$ cat config.mk
export PLATFORM = sky130hd
export DESIGN_NAME = game_tick_ctrl
export DESIGN_NICKNAME = d
export VERILOG_FILES = /design/src/rtl/game_pkg.sv /design/src/rtl/elapsed_timer.sv /design/src/rtl/game_tick_ctrl.sv
export SDC_FILE = /design/constraint.sdc
export NUM_CORES = 1
export LEC_CHECK = 0
export CORE_MARGIN = 2
export CORE_UTILIZATION = 37
export DETAILED_ROUTE_END_ITERATION = 16
export PLACE_DENSITY = 0.58
export SETUP_SLACK_MARGIN = 0.5
export SLEW_MARGIN = 20
export SYNTH_ARGS = -nofsm -noshare
export SYNTH_HDL_FRONTEND = slang
export SYNTH_SLANG_ARGS = --single-unit
$ cat constraint.sdc
create_clock -name clk -period 3.63 [get_ports clk]
set_input_delay 0.726 -clock clk [delete_from_list [all_inputs] [get_ports clk]]
set_output_delay 0.726 -clock clk [all_outputs]
set_load 0.03 [all_outputs]
$ cat src/rtl/game_pkg.sv
`default_nettype none
// ============================================================================
// Module      : game_pkg
// Description : Shared state encoding, default timing constants and the
//               level-to-step-period helper for the Runner game scheduler.
// Revision    : 1.0 - initial release
// ============================================================================
package game_pkg;

    typedef enum logic [1:0] {
        IDLE  = 2'd0,
        RUN   = 2'd1,
        PAUSE = 2'd2,
        OVER  = 2'd3
    } game_state_t;

    localparam int c_base_period = 50;
    localparam int c_period_dec  = 5;
    localparam int c_min_period  = 10;
    localparam int c_level_steps = 100;
    localparam int c_max_level   = 7;

    // The floor is tested before subtracting so the period never underflows.
    function automatic logic [7:0] period_from_level(
        input logic [2:0] lvl,
        input int         base,
        input int         dec,
        input int         min_p
    );
        int dec_total;
        dec_total = int'(lvl) * dec;
        if (dec_total + min_p >= base) begin
            return 8'(min_p);
        end
        return 8'(base - dec_total);
    endfunction

endpackage
`default_nettype wire

$ cat src/rtl/elapsed_timer.sv
`default_nettype none
// ============================================================================
// Module      : elapsed_timer
// Description : Divides qualified 1 ms ticks by ten and counts play time in
//               10 ms units, saturating at 16'hFFFF.
// Revision    : 1.0 - initial release
// ============================================================================
module elapsed_timer (
    input  logic        clk,
    input  logic        reset_n,
    input  logic        enable,
    input  logic        clear,
    output logic [15:0] elapsed_cs
);

    logic [3:0]  r_cs_ms;
    logic [15:0] r_elapsed;

    always_ff @(posedge clk or negedge reset_n) begin
        if (!reset_n) begin
            r_cs_ms   <= 4'd0;
            r_elapsed <= 16'd0;
        end else if (clear) begin
            r_cs_ms   <= 4'd0;
            r_elapsed <= 16'd0;
        end else if (enable) begin
            if (r_cs_ms == 4'd9) begin
                r_cs_ms <= 4'd0;
                if (r_elapsed != 16'hFFFF) begin
                    r_elapsed <= r_elapsed + 16'd1;
                end
            end else begin
                r_cs_ms <= r_cs_ms + 4'd1;
            end
        end
    end

    assign elapsed_cs = r_elapsed;

endmodule
`default_nettype wire

$ cat src/rtl/game_tick_ctrl.sv
`default_nettype none
// ============================================================================
// Module      : game_tick_ctrl
// Description : Game-speed scheduler: difficulty-scaled step pulses, play-time
//               tracking and IDLE/RUN/PAUSE/OVER sequencing. Optional blink
//               output enabled by macro GAME_TICK_BLINK_EN.
// Revision    : 1.0 - initial release
// ============================================================================
module game_tick_ctrl
    import game_pkg::*;
#(
    parameter int BASE_PERIOD = c_base_period,
    parameter int PERIOD_DEC  = c_period_dec,
    parameter int MIN_PERIOD  = c_min_period,
    parameter int LEVEL_STEPS = c_level_steps,
    parameter int MAX_LEVEL   = c_max_level
) (
    input  logic        clk,
    input  logic        reset_n,
    input  logic        tick_1ms,
    input  logic        start,
    input  logic        pause,
    input  logic        crash,
    output logic        step,
    output logic [2:0]  level,
    output logic [15:0] elapsed_cs,
    output logic        running,
    output logic        game_over
`ifdef GAME_TICK_BLINK_EN
    ,
    output logic        blink
`endif
);

    localparam int c_step_w = (LEVEL_STEPS > 1) ? $clog2(LEVEL_STEPS) : 1;
    localparam logic [c_step_w-1:0] c_step_last = c_step_w'(LEVEL_STEPS - 1);
    localparam logic [2:0]          c_level_max = 3'(MAX_LEVEL);

    if (MIN_PERIOD < 2) begin : g_chk_min_period
        $error("game_tick_ctrl: MIN_PERIOD must be at least 2");
    end
    if (BASE_PERIOD > 255) begin : g_chk_base_period
        $error("game_tick_ctrl: BASE_PERIOD must not exceed 255");
    end

    game_state_t         r_state;
    game_state_t         w_next;
    logic                w_clear;
    logic                w_tick_run;
    logic [7:0]          w_period;
    logic [7:0]          r_ms_cnt;
    logic [c_step_w-1:0] r_step_cnt;
    logic [2:0]          r_level;
    logic                r_step;
    logic                r_running;
    logic                r_game_over;

    // Crash outranks pause, pause outranks start; idle ignores both.
    always_comb begin
        w_next  = r_state;
        w_clear = 1'b0;
        case (r_state)
            IDLE: begin
                if (start) begin
                    w_next  = RUN;
                    w_clear = 1'b1;
                end
            end
            RUN: begin
                if (crash)      w_next = OVER;
                else if (pause) w_next = PAUSE;
            end
            PAUSE: begin
                if (crash)      w_next = OVER;
                else if (pause) w_next = RUN;
            end
            OVER: begin
                if (start) begin
                    w_next  = RUN;
                    w_clear = 1'b1;
                end
            end
            default: w_next = IDLE;
        endcase
    end

    assign w_tick_run = tick_1ms && (r_state == RUN) && (w_next == r_state);
    assign w_period   = period_from_level(r_level, BASE_PERIOD, PERIOD_DEC, MIN_PERIOD);

    always_ff @(posedge clk or negedge reset_n) begin
        if (!reset_n) begin
            r_state     <= IDLE;
            r_ms_cnt    <= 8'd0;
            r_step_cnt  <= '0;
            r_level     <= 3'd0;
            r_step      <= 1'b0;
            r_running   <= 1'b0;
            r_game_over <= 1'b0;
        end else begin
            r_state     <= w_next;
            r_running   <= (w_next == RUN);
            r_game_over <= (w_next == OVER);
            r_step      <= 1'b0;
            if (w_clear) begin
                r_ms_cnt   <= 8'd0;
                r_step_cnt <= '0;
                r_level    <= 3'd0;
            end else begin
                if (w_tick_run) begin
                    if (r_ms_cnt >= w_period - 8'd1) begin
                        r_ms_cnt <= 8'd0;
                        r_step   <= 1'b1;
                    end else begin
                        r_ms_cnt <= r_ms_cnt + 8'd1;
                    end
                end
                // Level moves the cycle after the pulse, so the next period uses it.
                if (r_step) begin
                    if (r_step_cnt == c_step_last) begin
                        r_step_cnt <= '0;
                        if (r_level != c_level_max) begin
                            r_level <= r_level + 3'd1;
                        end
                    end else begin
                        r_step_cnt <= r_step_cnt + c_step_w'(1);
                    end
                end
            end
        end
    end

    elapsed_timer u_elapsed_timer (
        .clk        (clk),
        .reset_n    (reset_n),
        .enable     (w_tick_run),
        .clear      (w_clear),
        .elapsed_cs (elapsed_cs)
    );

`ifdef GAME_TICK_BLINK_EN
    logic [8:0] r_blink_cnt;
    logic       r_blink;

    always_ff @(posedge clk or negedge reset_n) begin
        if (!reset_n) begin
            r_blink_cnt <= 9'd0;
            r_blink     <= 1'b0;
        end else if ((w_next == RUN) || (w_next == IDLE)) begin
            r_blink_cnt <= 9'd0;
            r_blink     <= 1'b0;
        end else if (tick_1ms && ((r_state == PAUSE) || (r_state == OVER))) begin
            if (r_blink_cnt == 9'd499) begin
                r_blink_cnt <= 9'd0;
                r_blink     <= ~r_blink;
            end else begin
                r_blink_cnt <= r_blink_cnt + 9'd1;
            end
        end
    end

    assign blink = r_blink;
`endif

    assign step      = r_step;
    assign level     = r_level;
    assign running   = r_running;
    assign game_over = r_game_over;

endmodule
`default_nettype wire
# After elaboration in Yosys (flattened, before gate mapping)
# Cells that the tools add are included.
dict set report op_classes {
  mul 1
  reduce_logical 12
  n_addsub 8
  order_cmp 2
  eq_ne 10
  n_mux 31
}
# operator n
set ops {}
lappend ops {{2-to-1 mux 16 bit} 4}
lappend ops {{2-to-1 mux 8 bit} 5}
lappend ops {{2-to-1 mux 7 bit} 3}
lappend ops {{adder 16 x 1 -> 16 bit, second input constant} 1}
lappend ops {{inequality test 16 bit, second input constant} 1}
lappend ops {{2-to-1 mux 3 bit} 4}
lappend ops {{2-to-1 mux 4 bit} 3}
lappend ops {{nonzero test 2 bit} 6}
lappend ops {{2-to-1 mux 2 bit} 5}
lappend ops {{adder 8 x 1 -> 8 bit, second input constant} 1}
lappend ops {{greater-or-equal comparator 8 bit} 1}
lappend ops {{subtractor 8 x 1 -> 8 bit, second input constant} 1}
lappend ops {{adder 6 x 4 -> 7 bit, second input constant} 1}
lappend ops {{adder 7 x 1 -> 7 bit, second input constant} 1}
lappend ops {{== test 7 bit, second input constant} 1}
lappend ops {{greater-or-equal comparator 7 x 6 -> 1 bit, second input constant} 1}
lappend ops {{subtractor 6 x 6 -> 7 bit, first input constant} 1}
lappend ops {{== test 2 bit, second input constant} 3}
lappend ops {{multiplier 3 x 3 -> 6 bit, second input constant} 1}
lappend ops {{2-to-1 mux 1 bit} 6}
lappend ops {{case mux 2 bit (3 select lines)} 1}
lappend ops {{AND reduction 3 bit} 2}
lappend ops {{adder 4 x 1 -> 4 bit, second input constant} 1}
lappend ops {{== test 2 x 1 -> 1 bit, second input constant} 2}
lappend ops {{7 further kinds} 8}
dict set report word_totals {
  regBits 43
  out_inout_bits 22
}

# Depth between registers and ports, before layout
dict set report depth {
  depth_word 10
  ltp_mapped 14
  ltp_nobuf 14
}

# Cells and area by module
# A second synthesis with hierarchy kept.
dict set report hier_totals {
  cells_unflattened 352
  hier_area_um2 3181.8
}
# mod n_inst cells_each area_each_um2 seq_area_each_um2
set modules_own_cells {}
lappend modules_own_cells {game_tick_ctrl 1 215 1928.1 575.6}
lappend modules_own_cells {elapsed_timer 1 137 1253.7 500.5}

# Worst setup path before layout
# OpenSTA, ideal clock, no wires.
dict set report synth_path {
  kind {flip-flop to flip-flop}
  startpoint {reg r_level[0] (netlist: level[0])}
  endpoint {reg r_ms_cnt[5]}
  n_path_buf 0
  period_less_slack_ns 3.823
  setup_ns 0.083
  required_time_ns 3.547
  t_arrival_ns 3.740
  stages_incl_launch_ff 15
  setup_slack_ns -0.193
  cell_sequence {dfrtp_1 ha_1 inv_1 ha_1 nor2b_1 or3_1 a211oi_1 xor3_1 nand2_1 ha_1 a2111oi_0 nand2_1 a21oi_1 nand2_1 o22ai_1}
}
dict set report synth_between {
  elab_chain_cells 10
  word_cells_on_any_way 11
  cone_classes {add/sub (3); mul (1); order compare (2); mux (5)}
}
# element line
set synth_lines {}
lappend synth_lines {{start: declaration} game_tick_ctrl.sv:53} ;# logic [2:0] r_level;
lappend synth_lines {{start signal: assignment} game_tick_ctrl.sv:122} ;# r_level <= r_level + 3'd1;
lappend synth_lines {{multiplier 3 x 3 -> 6 bit *} game_pkg.sv:31} ;# dec_total = int'(lvl) * dec;
lappend synth_lines {{adder 6 x 4 -> 7 bit} game_pkg.sv:32} ;# if (dec_total + min_p >= base) begin
lappend synth_lines {{greater-or-equal comparator 7 x 6 -> 1 bit} game_pkg.sv:32}
lappend synth_lines {{2-to-1 mux 1 bit} game_pkg.sv:32}
lappend synth_lines {{2-to-1 mux 8 bit *} game_pkg.sv:35} ;# return 8'(base - dec_total);
lappend synth_lines {{subtractor 8 x 1 -> 8 bit *} game_tick_ctrl.sv:110} ;# if (r_ms_cnt >= w_period - 8'd1) begin
lappend synth_lines {{greater-or-equal comparator 8 bit *} game_tick_ctrl.sv:110}
lappend synth_lines {{2-to-1 mux 8 bit *} game_tick_ctrl.sv:110}
lappend synth_lines {{2-to-1 mux 8 bit *} game_tick_ctrl.sv:109} ;# if (w_tick_run) begin
lappend synth_lines {{2-to-1 mux 8 bit *} game_tick_ctrl.sv:104} ;# if (w_clear) begin
lappend synth_lines {{end signal: assignment} game_tick_ctrl.sv:114} ;# r_ms_cnt <= r_ms_cnt + 8'd1;
lappend synth_lines {{end: declaration} game_tick_ctrl.sv:51} ;# logic [7:0] r_ms_cnt;
# Mark *: on every way between the ends. The rest lies on a longest branch, timed or not. The select of a mux whose other input is x is not followed.
# A chain may end at the register's enable or synchronous reset.

# Worst setup path after layout
dict set report layout_path {
  startpoint {reg r_level[2] (netlist: level[2])}
  endpoint {reg r_ms_cnt[3]}
}
# Same word-level chain as after synthesis.

==> impl_metrics.csv <==
group,metric,value,unit
run_status,status,"completed",
sta,final-hold-violation-count,0,
routing,wl,6766,microns
clock_network,cts_root_buf,"clkbuf_8",
logic_synthesis,synth_top_family_by_area,"simple AND/OR/NAND/NOR gates",
logic_synthesis,synth_compound_area_share,18.57,%
sta,setup_viol,0,
sta,max_freq,0.3174,GHz
setup_path,reg2reg_from,"level[2]",
pwr,seqPwrFrac,38.5,%
logic_synthesis,netlist_area,2944,sq um
pwr,p_per_area,396.5,nW/um^2
clock_network,clk_pin_slew,90,ps
routing,ant_nets,0,
clock_network,cts_buffers,5,
global_routing,grt_pass1_wl,11830,microns
sta,tns,0,ps
final_layout,num-fill-cells,735,
global_routing,grt_start_max_net_pins,32,
routing,drtPass1Iterations,4,
floorplanning,fp.coreArea,7727,sq um
logic_synthesis,syn_nets,358,
setup_path,cp-startpoint,"level[2]",
pwr,power_switching,589.3,uW
floorplanning,fp.dieW,93.20,microns
placement,numPortBuffers,27,
pwr,p_leak,1.522,nW
sta,maxSlewViolCount,0,
final_layout,multiInputGateArea,1874,sq um
logic_synthesis,ys.flop_type,"dfrtp_1",
pwr,internal_power,833.6,uW
placement,place_hpwl,4584,microns
global_routing,grt_antenna_before_repair,0,
clock_network,hold_buffers,0,
clock_network,cts_tree,"yes",
logic_synthesis,syn_inst,327,
logic_synthesis,synth_area_leader_cell,"dfrtp_1",
sta,rsz0062_at_grt,"true",
routing,drcViolationCount,0,
pwr,peakVddDrop,318.6,uV
logic_synthesis,synthDominantCellAreaShare,36.55,%
logic_synthesis,async_reset_ff_share,100.0,%
clock_network,clk_latency,300,ps
setup_path,crit_type,"reg -> reg",
clock_network,htree_levels,2,
global_routing,grt-ovfl-total,0,
worst_hold_path,hp-class,"in -> async",
setup_path,cp_slowest_cell,"dfrtp_2",
logic_synthesis,synth.distinct_cells,57,
logic_synthesis,synth.area.top_cells,"dfrtp_1 (37%), ha_1 (10%), nand2_1 (5.0%)",
logic_synthesis,synth_edf_count,0,
routing,via_per_inst,5.528,
logic_synthesis,synth_xor_area_share,3.187,%
setup_path,crit_fanout,5,
final_layout,drive_gt1_share,15.28,%
floorplanning,num_rows,32,
logic_synthesis,syn_avg_cell_area,9.003,sq um
floorplanning,io-pin-count,28,
sta,fin_skew,5.468,ps
setup_path,crit_chain,"ha_4 -> inv_4 -> ha_4 -> nor2b_4 -> or3_4 -> a211oi_2 -> xor3_1 -> nand2_2 -> ha_4 -> a2111oi_4 -> nand2_2 -> a21oi_4 -> a21oi_1 -> o22ai_1",
logic_synthesis,yosys.area_share.simple,23.80,%
logic_synthesis,muxShareOfSynthArea,2.422,%
floorplanning,start_util,38.10,%
final_layout,fin_cells,462,
routing,dr.first_iter.drc_count,155,
floorplanning,dieHeight,93.20,microns
sta,relSlewSlack,41.23,%
final_layout,syn2layout_area_growth,21.89,%
setup_path,cp-end-kind,"flip-flop",
setup_path,max_stage_delay,440,ps
placement,dp_cells,447,
sta,tightestPinTransition,879.4,ps
run,drv_cap,0,
clock_network,cts_buffer_depth,2,
setup_path,crit_required,3840,ps
floorplanning,dieArea,8686,sq um
final_layout,diodes,0,
pwr,switching_share,41.41,%
logic_synthesis,seq_area_frac_synth,36.55,%
pwr,power.share.clock,22.8,%
sta,min_period,3150,ps
logic_synthesis,synth_warnings,0,
routing,vias,2554,
clock_network,cts_sinks,43,
placement,gp_congestion,0.7186,
setup_path,arrival,3360,ps
final_layout,seq_area,1080,sq um
final_layout,layout.nets,390,
sta,period_share,86.79,%
global_routing,grt_usage,16.65,%
logic_synthesis,synth-seq-cells,43,
routing,wl_per_cell,14.65,microns
setup_path,start_kind,"flip-flop",
logic_synthesis,synthAdderAreaFrac,10.88,%
global_routing,grt_pass1_vias,2474,
pwr,comb_power_share,38.7,%
setup_path,cp_common_cell,"ha_4",
## final cells by class
class	count	share of cell area [%]
Clock buffer	5	1.918
Clock inverter	3	0.6625
Inverter	13	1.430
Multi-Input combinational cell	256	52.23
Sequential cell	43	30.09
Tap cell	102	3.556
Timing Repair Buffer	40	10.11
## cell families (layout without fill, tap and decap cells)
kind of cell | Yosys count | count (layout)
AO/OA/AOI/OAI | 80 | 81
flip-flops | 43 | 43
adder cells (fa/ha/maj) | 25 | 25
buffers and inverters | 29 | 61
multiplexers | 7 | 7
AND/OR/NAND/NOR | 134 | 134
XOR/XNOR | 9 | 9
## power by group through the flow
stage | clock, mW | combinational (mW) | sequential, mW
2_1_floorplan | 0 | 0.381 | 0.567
3_3_place_gp | 0 | 0.526 | 0.557
3_5_place_dp | 0 | 0.534 | 0.558
4_1_cts | 0.338 | 0.546 | 0.548
5_1_grt | 0.360 | 0.622 | 0.555
6_report | 0.325 | 0.550 | 0.548
## sequential cells by signal, summed over array words and instances, names as in the netlist
signal                      flops
level                           3
running                         1
r_state                         2
r_step_cnt                      7
game_over                       1
u_elapsed_timer.r_cs_ms         4
r_ms_cnt                        8
step                            1
u_elapsed_timer.elapsed_cs     16
## metrics by stage
stage | hold WS (ps) | setup slack (ps) | power (mW) | utilization [%] | cell area, sq um
6_report | 438.9 | 479.7 | 1.423 | 46.44 | 3588
3_5_place_dp | 487.2 | 179.5 | 1.092 | 43.80 | 3385
3_3_place_gp | 478.3 | 229.4 | 1.084 | 43.80 | 3385
4_1_cts | 469.7 | 421.5 | 1.433 | 46.18 | 3568
2_1_floorplan | 430.4 | 319.0 | 0.9483 | - | 3019
5_1_grt | 487.6 | 259.5 | 1.538 | 46.44 | 3588
## cells in the mapped netlist (4+ instances only)
master and count:
nand2b_1 11, o31ai_1 4, nand3_1 21, mux2i_1 6, xnor2_1 5, o22ai_1 4
o41ai_1 5, dfrtp_1 43, nand2_1 39, ha_1 24, nand4_1 7, and3_1 5
a21oi_1 24, clkbuf_1 6, o311ai_0 5, nor2_1 15, o21ai_0 11, nor3_1 5
or3_1 8, or4_1 5, inv_1 13, nor2b_1 4
## metal layers
metal,part of all wire [%],track usage [%]
met5,0,0
met1,49,22.59
met2,48,28.26
met4,0.44,3.554
met3,2.9,2.498
## placed cells by master, fill, tap and decap left out, drive strengths merged, types with 3 or more instances in the layout
master / instances
nand3: 21
o31ai: 4
o41ai: 5
xnor2: 5
a211oi: 3
clkdlybuf4s50: 26
nor3: 5
dfrtp: 43
o311ai: 5
inv: 14
clkbuf: 5
nand2b: 11
nor2b: 4
mux2i: 6
o21ai: 12
nand2: 39
nand4: 7
a21oi: 25
a2111oi: 3
a41o: 3
or4: 5
nor2: 15
buf: 14
ha: 24
or3: 8
and3: 5
o22ai: 4
xor2: 3
## timing repair
item                                    4_1_cts  5_1_grt
hold endpoints to repair                      0        0
cloned                                        1        0
pin swaps                                     7        3
gates resized for setup                      13        3
endpoints found under the setup margin        9        9
buffers inserted                              5        1
## worst max-delay path: cells and delay by family (launching register included)
family                   cells  cell delay (ps)
flip-flops                   1              440
AO/OA/AOI/OAI                5              960
AND/OR/NAND/NOR              4              740
XOR/XNOR                     1              250
adder cells (fa/ha/maj)      3              630
buffers and inverters        1               40
## path summary, 6_finish.rpt
kind,endpoint,slack (ps),cells after the start
worst max-delay path,r_ms_cnt[3],480,14
worst min-delay path,r_state[1],440,1
worst max register to register,r_ms_cnt[3],480,14
worst min register to register,r_step_cnt[6],500,1
max in group asynchronous,level[1],2490,2
min in group clk,r_step_cnt[6],500,1
Note: power is estimated with default switching activity, not from simulation.
